===== src/rtl/rf_seq_pkg.sv =====
`default_nettype none
// ============================================================================
//  Module      : rf_seq_pkg
//  Description : Shared defaults, op encoding and FSM state encoding for the
//                register-file operation sequencer.
//  Revision    : 1.0 - initial release
// ============================================================================
package rf_seq_pkg;

    localparam int DEF_DATA_W = 16;
    localparam int DEF_ADDR_W = 3;

    typedef enum logic [1:0] {
        OP_ADD = 2'b00,
        OP_SUB = 2'b01,
        OP_AND = 2'b10,
        OP_XOR = 2'b11
    } op_e;

    typedef enum logic [1:0] {
        IDLE  = 2'b00,
        READ  = 2'b01,
        EXEC  = 2'b10,
        WRITE = 2'b11
    } state_e;

endpackage
`default_nettype wire


===== src/rtl/rf_seq_alu.sv =====
`default_nettype none
// ============================================================================
//  Module      : rf_seq_alu
//  Description : Combinational ALU for the sequencer: ADD/SUB modulo
//                2**DATA_W (carry/borrow dropped), bitwise AND/XOR, and a
//                zero flag on the result.
//  Revision    : 1.0 - initial release
// ============================================================================
module rf_seq_alu
    import rf_seq_pkg::*;
#(
    parameter int DATA_W = DEF_DATA_W
) (
    input  op_e               op,
    input  logic [DATA_W-1:0] a,
    input  logic [DATA_W-1:0] b,
    output logic [DATA_W-1:0] result,
    output logic              zero
);

    // Operation select; sums and differences wrap at the data width.
    always_comb begin
        result = '0;
        case (op)
            OP_ADD:  result = a + b;
            OP_SUB:  result = a - b;
            OP_AND:  result = a & b;
            OP_XOR:  result = a ^ b;
            default: result = '0;
        endcase
    end

    assign zero = (result == '0);

endmodule
`default_nettype wire


===== src/rtl/rf_op_sequencer.sv =====
`default_nettype none
// ============================================================================
//  Module      : rf_op_sequencer
//  Description : Accepts one register-to-register op per valid/ready
//                handshake, reads both operands from the register file,
//                computes the result and writes it back (IDLE->READ->EXEC->
//                WRITE, one op per four cycles).
//                Optional macro RF_SEQ_ZERO_REG_EN: register 0 reads as zero
//                and is never written.
//  Revision    : 1.0 - initial release
// ============================================================================
module rf_op_sequencer
    import rf_seq_pkg::*;
#(
    parameter int DATA_W = DEF_DATA_W,
    parameter int ADDR_W = DEF_ADDR_W
) (
    input  logic              clk,
    input  logic              reset,
    input  logic              req_valid,
    output logic              req_ready,
    input  logic [1:0]        req_op,
    input  logic [ADDR_W-1:0] req_rs_a,
    input  logic [ADDR_W-1:0] req_rs_b,
    input  logic [ADDR_W-1:0] req_rd,
    output logic [ADDR_W-1:0] rd_addr_a,
    output logic [ADDR_W-1:0] rd_addr_b,
    input  logic [DATA_W-1:0] d_out_a,
    input  logic [DATA_W-1:0] d_out_b,
    output logic              wr,
    output logic [ADDR_W-1:0] wr_addr,
    output logic [DATA_W-1:0] d_in,
    output logic              done,
    output logic [DATA_W-1:0] result,
    output logic              zero
);

    state_e              r_state;
    state_e              w_next_state;
    logic                r_armed;
    op_e                 r_op;
    logic [ADDR_W-1:0]   r_rd;
    logic [DATA_W-1:0]   r_opnd_a;
    logic [DATA_W-1:0]   r_opnd_b;
    logic [DATA_W-1:0]   w_opnd_a;
    logic [DATA_W-1:0]   w_opnd_b;
    logic [DATA_W-1:0]   w_alu_result;
    logic                w_alu_zero;
    logic                w_wr_en;
    logic                w_accept;

    assign req_ready = r_armed && (r_state == IDLE);
    assign w_accept  = req_valid && req_ready;

`ifdef RF_SEQ_ZERO_REG_EN
    // Register 0 is hardwired to zero: mask reads, suppress writes.
    assign w_opnd_a = (rd_addr_a == '0) ? '0 : d_out_a;
    assign w_opnd_b = (rd_addr_b == '0) ? '0 : d_out_b;
    assign w_wr_en  = (r_rd != '0);
`else
    assign w_opnd_a = d_out_a;
    assign w_opnd_b = d_out_b;
    assign w_wr_en  = 1'b1;
`endif

    rf_seq_alu #(
        .DATA_W (DATA_W)
    ) u_alu (
        .op     (r_op),
        .a      (r_opnd_a),
        .b      (r_opnd_b),
        .result (w_alu_result),
        .zero   (w_alu_zero)
    );

    // State register; reset discards any in-flight operation.
    always_ff @(posedge clk or negedge reset) begin
        if (!reset) begin
            r_state <= IDLE;
        end else begin
            r_state <= w_next_state;
        end
    end

    // Next-state logic: a fixed four-phase walk once a request is taken.
    always_comb begin
        w_next_state = r_state;
        case (r_state)
            IDLE:    if (w_accept) w_next_state = READ;
            READ:    w_next_state = EXEC;
            EXEC:    w_next_state = WRITE;
            WRITE:   w_next_state = IDLE;
            default: w_next_state = IDLE;
        endcase
    end

    // Datapath and port registers; write strobe is presented for the whole
    // WRITE cycle and committed by the register file on its closing edge.
    always_ff @(posedge clk or negedge reset) begin
        if (!reset) begin
            r_armed   <= 1'b0;
            r_op      <= OP_ADD;
            r_rd      <= '0;
            r_opnd_a  <= '0;
            r_opnd_b  <= '0;
            rd_addr_a <= '0;
            rd_addr_b <= '0;
            wr        <= 1'b0;
            wr_addr   <= '0;
            d_in      <= '0;
            done      <= 1'b0;
            result    <= '0;
            zero      <= 1'b0;
        end else begin
            r_armed <= 1'b1;
            wr      <= 1'b0;
            done    <= 1'b0;
            case (r_state)
                IDLE: begin
                    if (w_accept) begin
                        r_op      <= op_e'(req_op);
                        r_rd      <= req_rd;
                        rd_addr_a <= req_rs_a;
                        rd_addr_b <= req_rs_b;
                    end
                end
                READ: begin
                    r_opnd_a <= w_opnd_a;
                    r_opnd_b <= w_opnd_b;
                end
                EXEC: begin
                    result  <= w_alu_result;
                    zero    <= w_alu_zero;
                    wr      <= w_wr_en;
                    wr_addr <= r_rd;
                    d_in    <= w_alu_result;
                    done    <= 1'b1;
                end
                default: ;
            endcase
        end
    end

endmodule
`default_nettype wire


===== config.mk =====
export PLATFORM = sky130hd
export DESIGN_NAME = rf_op_sequencer
export DESIGN_NICKNAME = d
export VERILOG_FILES = /design/src/rtl/rf_seq_pkg.sv /design/src/rtl/rf_seq_alu.sv /design/src/rtl/rf_op_sequencer.sv
export SDC_FILE = /design/constraint.sdc
export NUM_CORES = 1
export LEC_CHECK = 0
export ABC_AREA = 1
export CORE_UTILIZATION = 45
export CTS_BUF_LIST = sky130_fd_sc_hd__clkbuf_8
export CTS_CLUSTER_SIZE = 24
export DETAILED_ROUTE_END_ITERATION = 6
export GPL_TIMING_DRIVEN = 0
export PLACE_DENSITY_LB_ADDON = 0.2
export SLEW_MARGIN = 20
export SYNTH_ARGS = -nofsm -noshare
export SYNTH_HDL_FRONTEND = slang
export SYNTH_SLANG_ARGS = --single-unit

===== constraint.sdc =====
create_clock -name clk -period 4 [get_ports clk]
set_clock_uncertainty 0.1 [all_clocks]
set_input_delay 1 -clock clk [delete_from_list [all_inputs] [get_ports clk]]
set_output_delay 1 -clock clk [all_outputs]
set_load 0.1 [all_outputs]

==> flow_summary.yaml, run 1 <==
global_route:
  grt_start_max_net_pins: 41
  grt_pass1_wl_um: 18200
  grt_usage_pct: 23.1
  grt_pass1_vias: 3833
  grt_overflow_total: 0
  antenna_found_initial: 0
final_layout:
  final_nets: 754
  regArea_mm2: 0.00168
  final_area_mm2: 0.00583
  syn_to_final_growth_pct: 28.6
  fillers: 933
  layout-drive-gt1-share_pct: 11.5
  instances_no_fill: 810
  diodes: 0
  multi_input_area_mm2: 0.00236
worst_setup_path:
  critPathLaunch: "r_state[1]$_DFFE_PN0P_"
  arrival_ns: 2.33
  worstPathMaxFanout: 3
  critPathKind: "reg -> out"
  rr_worst_depth: 21
  start_kind: "register"
  cp.required_ns: 2.90
  r2r_start: "r_opnd_b[0]$_DFFE_PN0N_"
  endpoint_kind: "output pin"
detailed_routing:
  first_iter_violations: 127
  via_per_inst: 4.87
  wirelength_um: 11000
  final_antenna_net_count: 0
  firstDrtPassIters: 4
  route.detailed.drc: 0
  route.vias.total: 3944
  wl_per_cell_um: 13.6
yosys:
  synthTopCellsByCount: "nand2_1, inv_1, dfrtp_1, nor2_1, nand3_1"
  yosysSeqAreaShare_pct: 37.0
  synthesis.nets: 652
  ys_types: 34
  netlist.area_leader.share_pct: 37.0
  async_reset_ff_share_pct: 100
  synth.most_common_cell: "nand2_1"
  synth_area_leaders: "dfrtp_1, nand2_1, ha_1, inv_1, mux2_2"
  syn_area_mm2: 0.00454
  ys_ff_latch: 67
  ys.flop_type: "dfrtp_1"
  yosys_warnings: 0
  synth.avg_cell_area_um2: 7.96
  syn_inst: 570
  synth-edff-count: 0
  yosys.area.top_type: "dfrtp_1"
sta:
  finalSetupViolCount: 0
  fin_hold_ws_ns: 0.375
  max_slew.worst_pin.slew_ns: 0.976
  period_needed_ns: 3.43
  slew_violations: 0
  period_share_pct: 85.8
  slew_headroom_pct: 34.7
  hold_viol: 0
  max_freq_mhz: 291
  rsz0062_at_grt: "no"
floorplanning:
  die_x_um: 102
  pin_count: 91
  core-area_mm2: 0.00977
  rows: 36
  dieArea_mm2: 0.0105
  start_util_pct: 46.4
  die_h_um: 102
clocking:
  root_buffer: "clkbuf_8"
  cts_post_setup_buffers_inserted: 0
  cts_resized: 0
  clk_latency_ns: 0.35
  path_clk_slew_ns: 0.07
  cts_sinks: 67
  h-tree-depth: 3
  cts_tree: "yes"
  cts_buffers: 9
  clockBufferDepth: 2
  ctsHoldBuffers: 0
status:
  outcome: "finished, final reports clean"
placement:
  dp_cells: 794
  numPortBuffers: 90
  finalWeightedCongestion: 0.924
  dp_hpwl_um: 9080
  placed_area_mm2: 0.00562
hold_path:
  whs_path_depth: 2
  hp-start: "wr_addr[2]$_DFFE_PN0P_"
  min_path_type: "reg -> reg"
flow_run:
  cap_violations: 0
-- metrics by stage --
step | util (%) | setup TNS [ns] | worst slack, ns
floorplan | - | 0 | 1.12
global placement | 57.3 | -22.90 | -0.346
detailed placement | 57.5 | 0 | 0.598
CTS | 59.7 | 0 | 0.557
global route | 59.7 | 0 | 0.143
finish | 59.7 | 0 | 0.568
-- layer usage --
metal / share of wire [%] / GRT usage, % / vias up
met2: 48 / 39.9 / 91
met4: 1.4 / 6.81 / 0
li1: - / - / 2031
met5: 0 / 0 / -
met1: 47 / 29.7 / 1812
met3: 3.9 / 3.90 / 10
-- flip-flops by register name (all words and copies together), names as in the netlist --
signal and cells:
r_opnd_a 16, r_opnd_b 16, result 16, r_rd 3, rd_addr_a 3, rd_addr_b 3
wr_addr 3, r_op 2, r_state 2, done 1, r_armed 1, zero 1
-- layout make-up --
class | instances | share of cell area [%]
clock buffers | 11 | 2.60
clock inverters | 5 | 1.03
repair buffers | 91 | 15.7
multi-input cells | 391 | 40.5
inverters | 82 | 5.28
well taps | 133 | 2.85
flip-flops and latches | 67 | 28.7
plain buffers | 30 | 3.26
-- logic make-up after synthesis --
logic type                 share of synthesized area, %
adders and majority gates                          10.1
muxes                                              6.46
DFF                                                37.0
and+or+nand+nor                                    23.4
AOI/OAI and AO/OA                                  9.13
buffers and inverters                              11.0
other                                            0.0827
xor gates and xnor gates                           2.90
-- cells in the final DEF, fill, tap and decap left out, types with 2 or more instances in the layout --
cell	synthesis	final
buf_2	2	2
inv_2	4	4
nor2_1	47	47
a21oi_1	14	14
buf_4	18	19
clkdlybuf4s50_1	0	89
nand3b_1	5	5
buf_1	2	2
and2_1	2	2
clkbuf_1	7	7
dfrtp_1	67	67
o31ai_1	2	2
inv_1	78	78
o21ai_0	26	26
clkbuf_8	0	11
ha_1	35	35
nand3_1	38	38
nand4_1	5	5
nand3_2	2	2
nor2_4	2	2
a22o_1	12	12
xor2_1	15	15
nand2_1	139	139
mux2_2	26	26
a31oi_1	11	11
-- worst max-delay path: stages (launching register included) --
cell             delay [ns]
dfrtp_1                0.40
inv_1                  0.11
ha_1                   0.22
nand2_1                0.06
inv_1                  0.07
clkdlybuf4s50_1        1.13
-- path summary, 6_finish.rpt --
kind	end	slack [ns]
min in group asynchronous	result[0]$_DFFE_PN0P_	0.45
setup / recovery	req_ready	0.57
max in group asynchronous	rd_addr_b[1]$_DFFE_PN0P_	2.81
setup reg to reg	zero$_DFFE_PN0P_	0.58
hold reg to reg	wr_addr[2]$_DFFE_PN0P_	0.38
hold / removal	wr_addr[2]$_DFFE_PN0P_	0.38
Power of run 1 is left out: the tool's default activity adds up to more than one toggle a clock period on the data nets, which glitch-free logic cannot reach.
==> run 2: changes to the inputs <==
Settings changed: ABC_AREA 1 to unset.
==> run 2 against run 1 <==
Compared with the run above:
- register-to-register slack lost 0.42 ns
- largest cell class unchanged
- synthesized cell count shrank 25%
- sequential share of layout area grew 0.40 points
- routed wire length shrank 7.6%
- via count shrank 8.8%
- core utilization grew 1.5 points
- final area shrank 1.3%
- clock-buffer cell count shrank 2
- highest routed layer unchanged
- first-iteration DRC count grew 130%
- critical path depth grew 10
- flip-flop and latch count is the same
==> flow_summary.yaml, run 2 <==
worst_setup_path:
  cp_slowest_cell: "dfrtp_2"
  crit_top_cell: "o31a_1"
  crit_chain: "clkbuf_4 > buf_2 > nor2b_1 > clkbuf_2 > nor2_1 > xnor2_1 > ha_1 > nor2b_4 > o31ai_4 > a211oi_2 > o31a_1 > o21a_1 > o31a_1 > and4b_1 > a32o_1"
  cp.required_ns: 4.15
  critPathMaxStageDelay_ns: 0.47
  reg2reg_slack_ns: 0.16
  endpoint_kind: "register"
  arrival_ns: 3.99
  critPathKind: "reg -> reg"
  path_buf_inv: 3
  worstPathMaxFanout: 10
  start_kind: "register"
  critical_path.top_delay_family: "compound AO/OA/AOI/OAI gates"
placement:
  numPortBuffers: 90
  dp_hpwl_um: 8090
  placed_area_mm2: 0.00552
  finalWeightedCongestion: 0.892
  dp_cells: 649
status:
  outcome: "finished, final reports clean"
global_route:
  met2_usage_pct: 32.9
  antenna_found_initial: 0
  use_met1_pct: 27.7
  met3_usage_pct: 3.38
  top_usage_layer: "met2"
  grt_overflow_total: 0
  grt_start_max_net_pins: 39
  grt_pass1_vias: 3337
  grt_usage_pct: 20.6
  grt_pass1_wl_um: 16300
yosys:
  ys.flop_type: "dfrtp_1"
  synthesis.nets: 511
  ys_types: 70
  synthTopCellsByCount: "dfrtp_1, mux2_2, ha_1, nand2_1, nor2_1"
  async_reset_ff_share_pct: 100
  netlist.area_leader.share_pct: 37.7
  syn_inst: 429
  synth.avg_cell_area_um2: 10.4
  yosys_warnings: 0
  synth_area_leaders: "dfrtp_1, mux2_2, ha_1, buf_4, a21oi_1"
  synth.most_common_cell: "dfrtp_1"
  synth-edff-count: 0
  yosysSeqAreaShare_pct: 37.7
  yosys.area.top_type: "dfrtp_1"
  ys_ff_latch: 67
  syn_area_mm2: 0.00444
detailed_routing:
  firstDrtPassIters: 5
  first_iter_violations: 288
  wl_per_cell_um: 15.3
  via_per_inst: 5.42
  wirelength_um: 10200
  route.detailed.drc: 0
  route.vias.total: 3598
  final_antenna_net_count: 0
final_layout:
  final_nets: 612
  final_cell_mix: "clkdlybuf4s50_1, dfrtp_1, mux2_2"
  instances_no_fill: 664
  diodes: 0
  final_area_mm2: 0.00576
  reg.largest.list: "r_opnd_a x16, r_opnd_b x16, result x16"
  layout-drive-gt1-share_pct: 20.7
  final_common_cell: "clkdlybuf4s50_1"
  syn_to_final_growth_pct: 29.6
clocking:
  clk_latency_ns: 0.35
  cts_tree: "yes"
  cts_sinks: 67
  path_clk_slew_ns: 0.09
  h-tree-depth: 3
  root_buffer: "clkbuf_8"
  cts_post_setup_buffers_inserted: 0
  cts_buffers: 9
  clockBufferDepth: 2
sta:
  slew_violations: 0
  period_needed_ns: 3.84
  finalSetupViolCount: 0
  fin_hold_ws_ns: 0.394
  period_share_pct: 95.9
  max_freq_mhz: 261
  fin_tns_setup_ns: 0
  rsz0062_at_grt: "no"
  slew_headroom_pct: 33.8
  max_slew.worst_pin.slew_ns: 0.989
  hold_viol: 0
floorplanning:
  die_x_um: 101
  start_util_pct: 47.2
  rows: 35
  core-area_mm2: 0.00942
  die_h_um: 101
  pin_count: 91
  dieArea_mm2: 0.0103
flow_run:
  cap_violations: 0
hold_path:
  min_path_type: "reg -> reg"
==> run 2: changes by cell type after synthesis, moves of 13 or more <==
cell	delta
nand2_1	-110
xnor2_1	+13
nor2_1	-19
mux2_2	+25
inv_1	-64
nand3_1	-34
==> run 2: routing by layer <==
metal	vias to the layer above	share of wire, %
met5	-	0
met4	0	1.4
met2	122	46
li1	1758	-
met3	12	5.2
met1	1706	47
==> run 2: cells by family after synthesis <==
group	synth area share, %
AO/OA/AOI/OAI	16.1
AND/OR/NAND/NOR	11.2
flip-flops	37.7
multiplexers	15.0
buffers and inverters	5.92
adder cells (fa/ha/maj)	10.3
XOR/XNOR	3.75
other	0.0844
==> run 2: worst paths after layout <==
path / startpoint / to / depth (start not counted)
worst max-delay path: r_op[1]$_DFFE_PN0P_ / zero$_DFFE_PN0P_ / 15
worst min-delay path: zero$_DFFE_PN0P_ / zero$_DFFE_PN0P_ / 1
worst max register to register: r_op[1]$_DFFE_PN0P_ / zero$_DFFE_PN0P_ / 15
worst min register to register: zero$_DFFE_PN0P_ / zero$_DFFE_PN0P_ / 1
max in group asynchronous: reset / r_op[1]$_DFFE_PN0P_ / 2
min in group asynchronous: reset / r_opnd_a[4]$_DFFE_PN0N_ / 1
==> run 2: layout make-up <==
cell class / count / area (um2)
multi-input cells: 313 / 2530
inverters: 14 / 52.6
repair buffers: 91 / 918
fillers: 834 / 3660
plain buffers: 34 / 214
clock inverters: 7 / 81.3
flip-flops and latches: 67 / 1680
clock buffers: 9 / 124
well taps: 129 / 161
==> run 2: repair_timing <==
item	4_1_cts	5_1_grt
hold buffers	0	0
endpoints found under the setup margin	3	3
resized for setup	3	10
pin swaps	0	0
==> run 2: metrics by stage <==
stage | setup WS, ns | utilization, %
floorplan | 0.498 | -
global placement | -0.341 | 58.5
detailed placement | -0.219 | 58.6
CTS | 0.0411 | 60.9
global route | 0.0481 | 61.1
finish | 0.165 | 61.1
Power of run 2 is left out for the same reason.
==> run 3: changes to the inputs <==
Settings changed: ABC_AREA set to 1.
Clock period 4 ns to 3.7 ns, I/O delays scaled along.
==> run 3 against run 2 <==
Compared with the run above:
- flip-flop and latch count unchanged
- critical endpoint is now req_ready
- die area increased by 2.1%
- first-iteration DRC count decreased by 56%
- via count is 10% higher
- critical path depth decreased by 10
- highest routed layer unchanged
==> flow_summary.yaml, run 3 (synthesis results as in run 1) <==
status:
  outcome: "finished, final reports clean"
clocking:
  clk_latency_ns: 0.35
  cts_sinks: 67
  clockBufferDepth: 2
  cts_tree: "yes"
  root_buffer: "clkbuf_8"
  path_clk_slew_ns: 0.08
  h-tree-depth: 3
  cts_buffers: 9
detailed_routing:
  route.vias.total: 3973
  firstDrtPassIters: 5
  via_per_inst: 4.90
  first_iter_violations: 128
  route.detailed.drc: 0
  final_antenna_net_count: 0
  wl_per_cell_um: 13.6
  wirelength_um: 11100
global_route:
  grt_usage_pct: 23.1
  grt_overflow_total: 0
  grt_pass1_vias: 3833
  antenna_found_initial: 0
  grt_pass1_wl_um: 18200
  grt_start_max_net_pins: 41
placement:
  dp_cells: 794
  placed_area_mm2: 0.00562
  dp_hpwl_um: 9080
  finalWeightedCongestion: 0.924
  numPortBuffers: 90
hold_path:
  min_path_type: "in -> async"
worst_setup_path:
  worstPathMaxFanout: 3
  endpoint_kind: "output pin"
  reg2reg_slack_ns: 0.36
  critPathKind: "reg -> out"
  start_kind: "register"
  arrival_ns: 2.33
  cp.required_ns: 2.67
final_layout:
  final_common_cell: "nand2_1"
  fillers: 921
  reg.largest.list: "r_opnd_a x16, r_opnd_b x16, result x16"
  syn_to_final_growth_pct: 29.6
  layout-drive-gt1-share_pct: 12.5
  final_area_mm2: 0.00588
  final_nets: 755
  instances_no_fill: 811
  diodes: 0
  final_cell_mix: "nand2_1, clkdlybuf4s50_1, inv_1"
floorplanning:
  die_h_um: 102
  core-area_mm2: 0.00977
  die_x_um: 102
  rows: 36
  pin_count: 91
  start_util_pct: 46.4
  dieArea_mm2: 0.0105
sta:
  rsz0062_at_grt: "no"
  max_slew.worst_pin.slew_ns: 0.976
  period_needed_ns: 3.35
  max_freq_mhz: 298
  slew_headroom_pct: 34.7
  fin_hold_ws_ns: 0.375
  period_share_pct: 90.6
  hold_viol: 0
  finalSetupViolCount: 0
  slew_violations: 0
flow_run:
  cap_violations: 0
run 3: repair_timing:
item,CTS,global route
hold buffers,0,0
setup buffers,0,1
setup endpoints to repair,0,1
resized for setup,0,8
run 3: layer usage:
layer	vias to the layer above	track usage, %	part of all wire [%]
met2	98	39.9	48
li1	2034	-	-
met1	1833	29.7	47
met3	8	3.90	4.0
met4	0	6.81	0.98
met5	-	0	0
run 3: final timing paths:
path	depth (start not counted)	end	start
worst min-delay path	1	result[0]$_DFFE_PN0P_	reset
worst max-delay path	5	req_ready	r_state[1]$_DFFE_PN0P_
worst min register to register	2	wr_addr[2]$_DFFE_PN0P_	wr_addr[2]$_DFFE_PN0P_
max in group asynchronous	2	r_opnd_a[11]$_DFFE_PN0N_	reset
worst max register to register	22	zero$_DFFE_PN0P_	r_opnd_b[0]$_DFFE_PN0N_
min in group clk	2	wr_addr[2]$_DFFE_PN0P_	wr_addr[2]$_DFFE_PN0P_
run 3: area by class of cell:
| cell class | instances | area, um2 | area share, % |
|---|---|---|---|
| buffer | 30 | 190 | 3.24 |
| clock buffer | 11 | 151 | 2.58 |
| clock inverter | 5 | 60.1 | 1.02 |
| inverter | 82 | 308 | 5.24 |
| multi-input combinational | 391 | 2400 | 40.8 |
| sequential | 67 | 1680 | 28.5 |
| tap | 133 | 166 | 2.83 |
| timing repair buffer | 92 | 926 | 15.8 |
run 3: worst max-delay path, cell delays in order, from the launching register on:
cell             delay, ns
dfrtp_1               0.40
inv_1                 0.11
ha_1                  0.22
nand2_1               0.06
inv_1                 0.07
clkdlybuf4s50_1       1.13
run 3: metrics by stage:
step,setup slack [ns],TNS (ns),utilization [%]
after global placement,-0.571,-37.98,57.3
after floorplan,0.821,0,-
after CTS,0.265,0,59.7
final,0.346,0,60.1
after global routing,0.0281,0,60.1
after detailed placement,0.298,0,57.5
Power of run 3 is left out for the same reason.
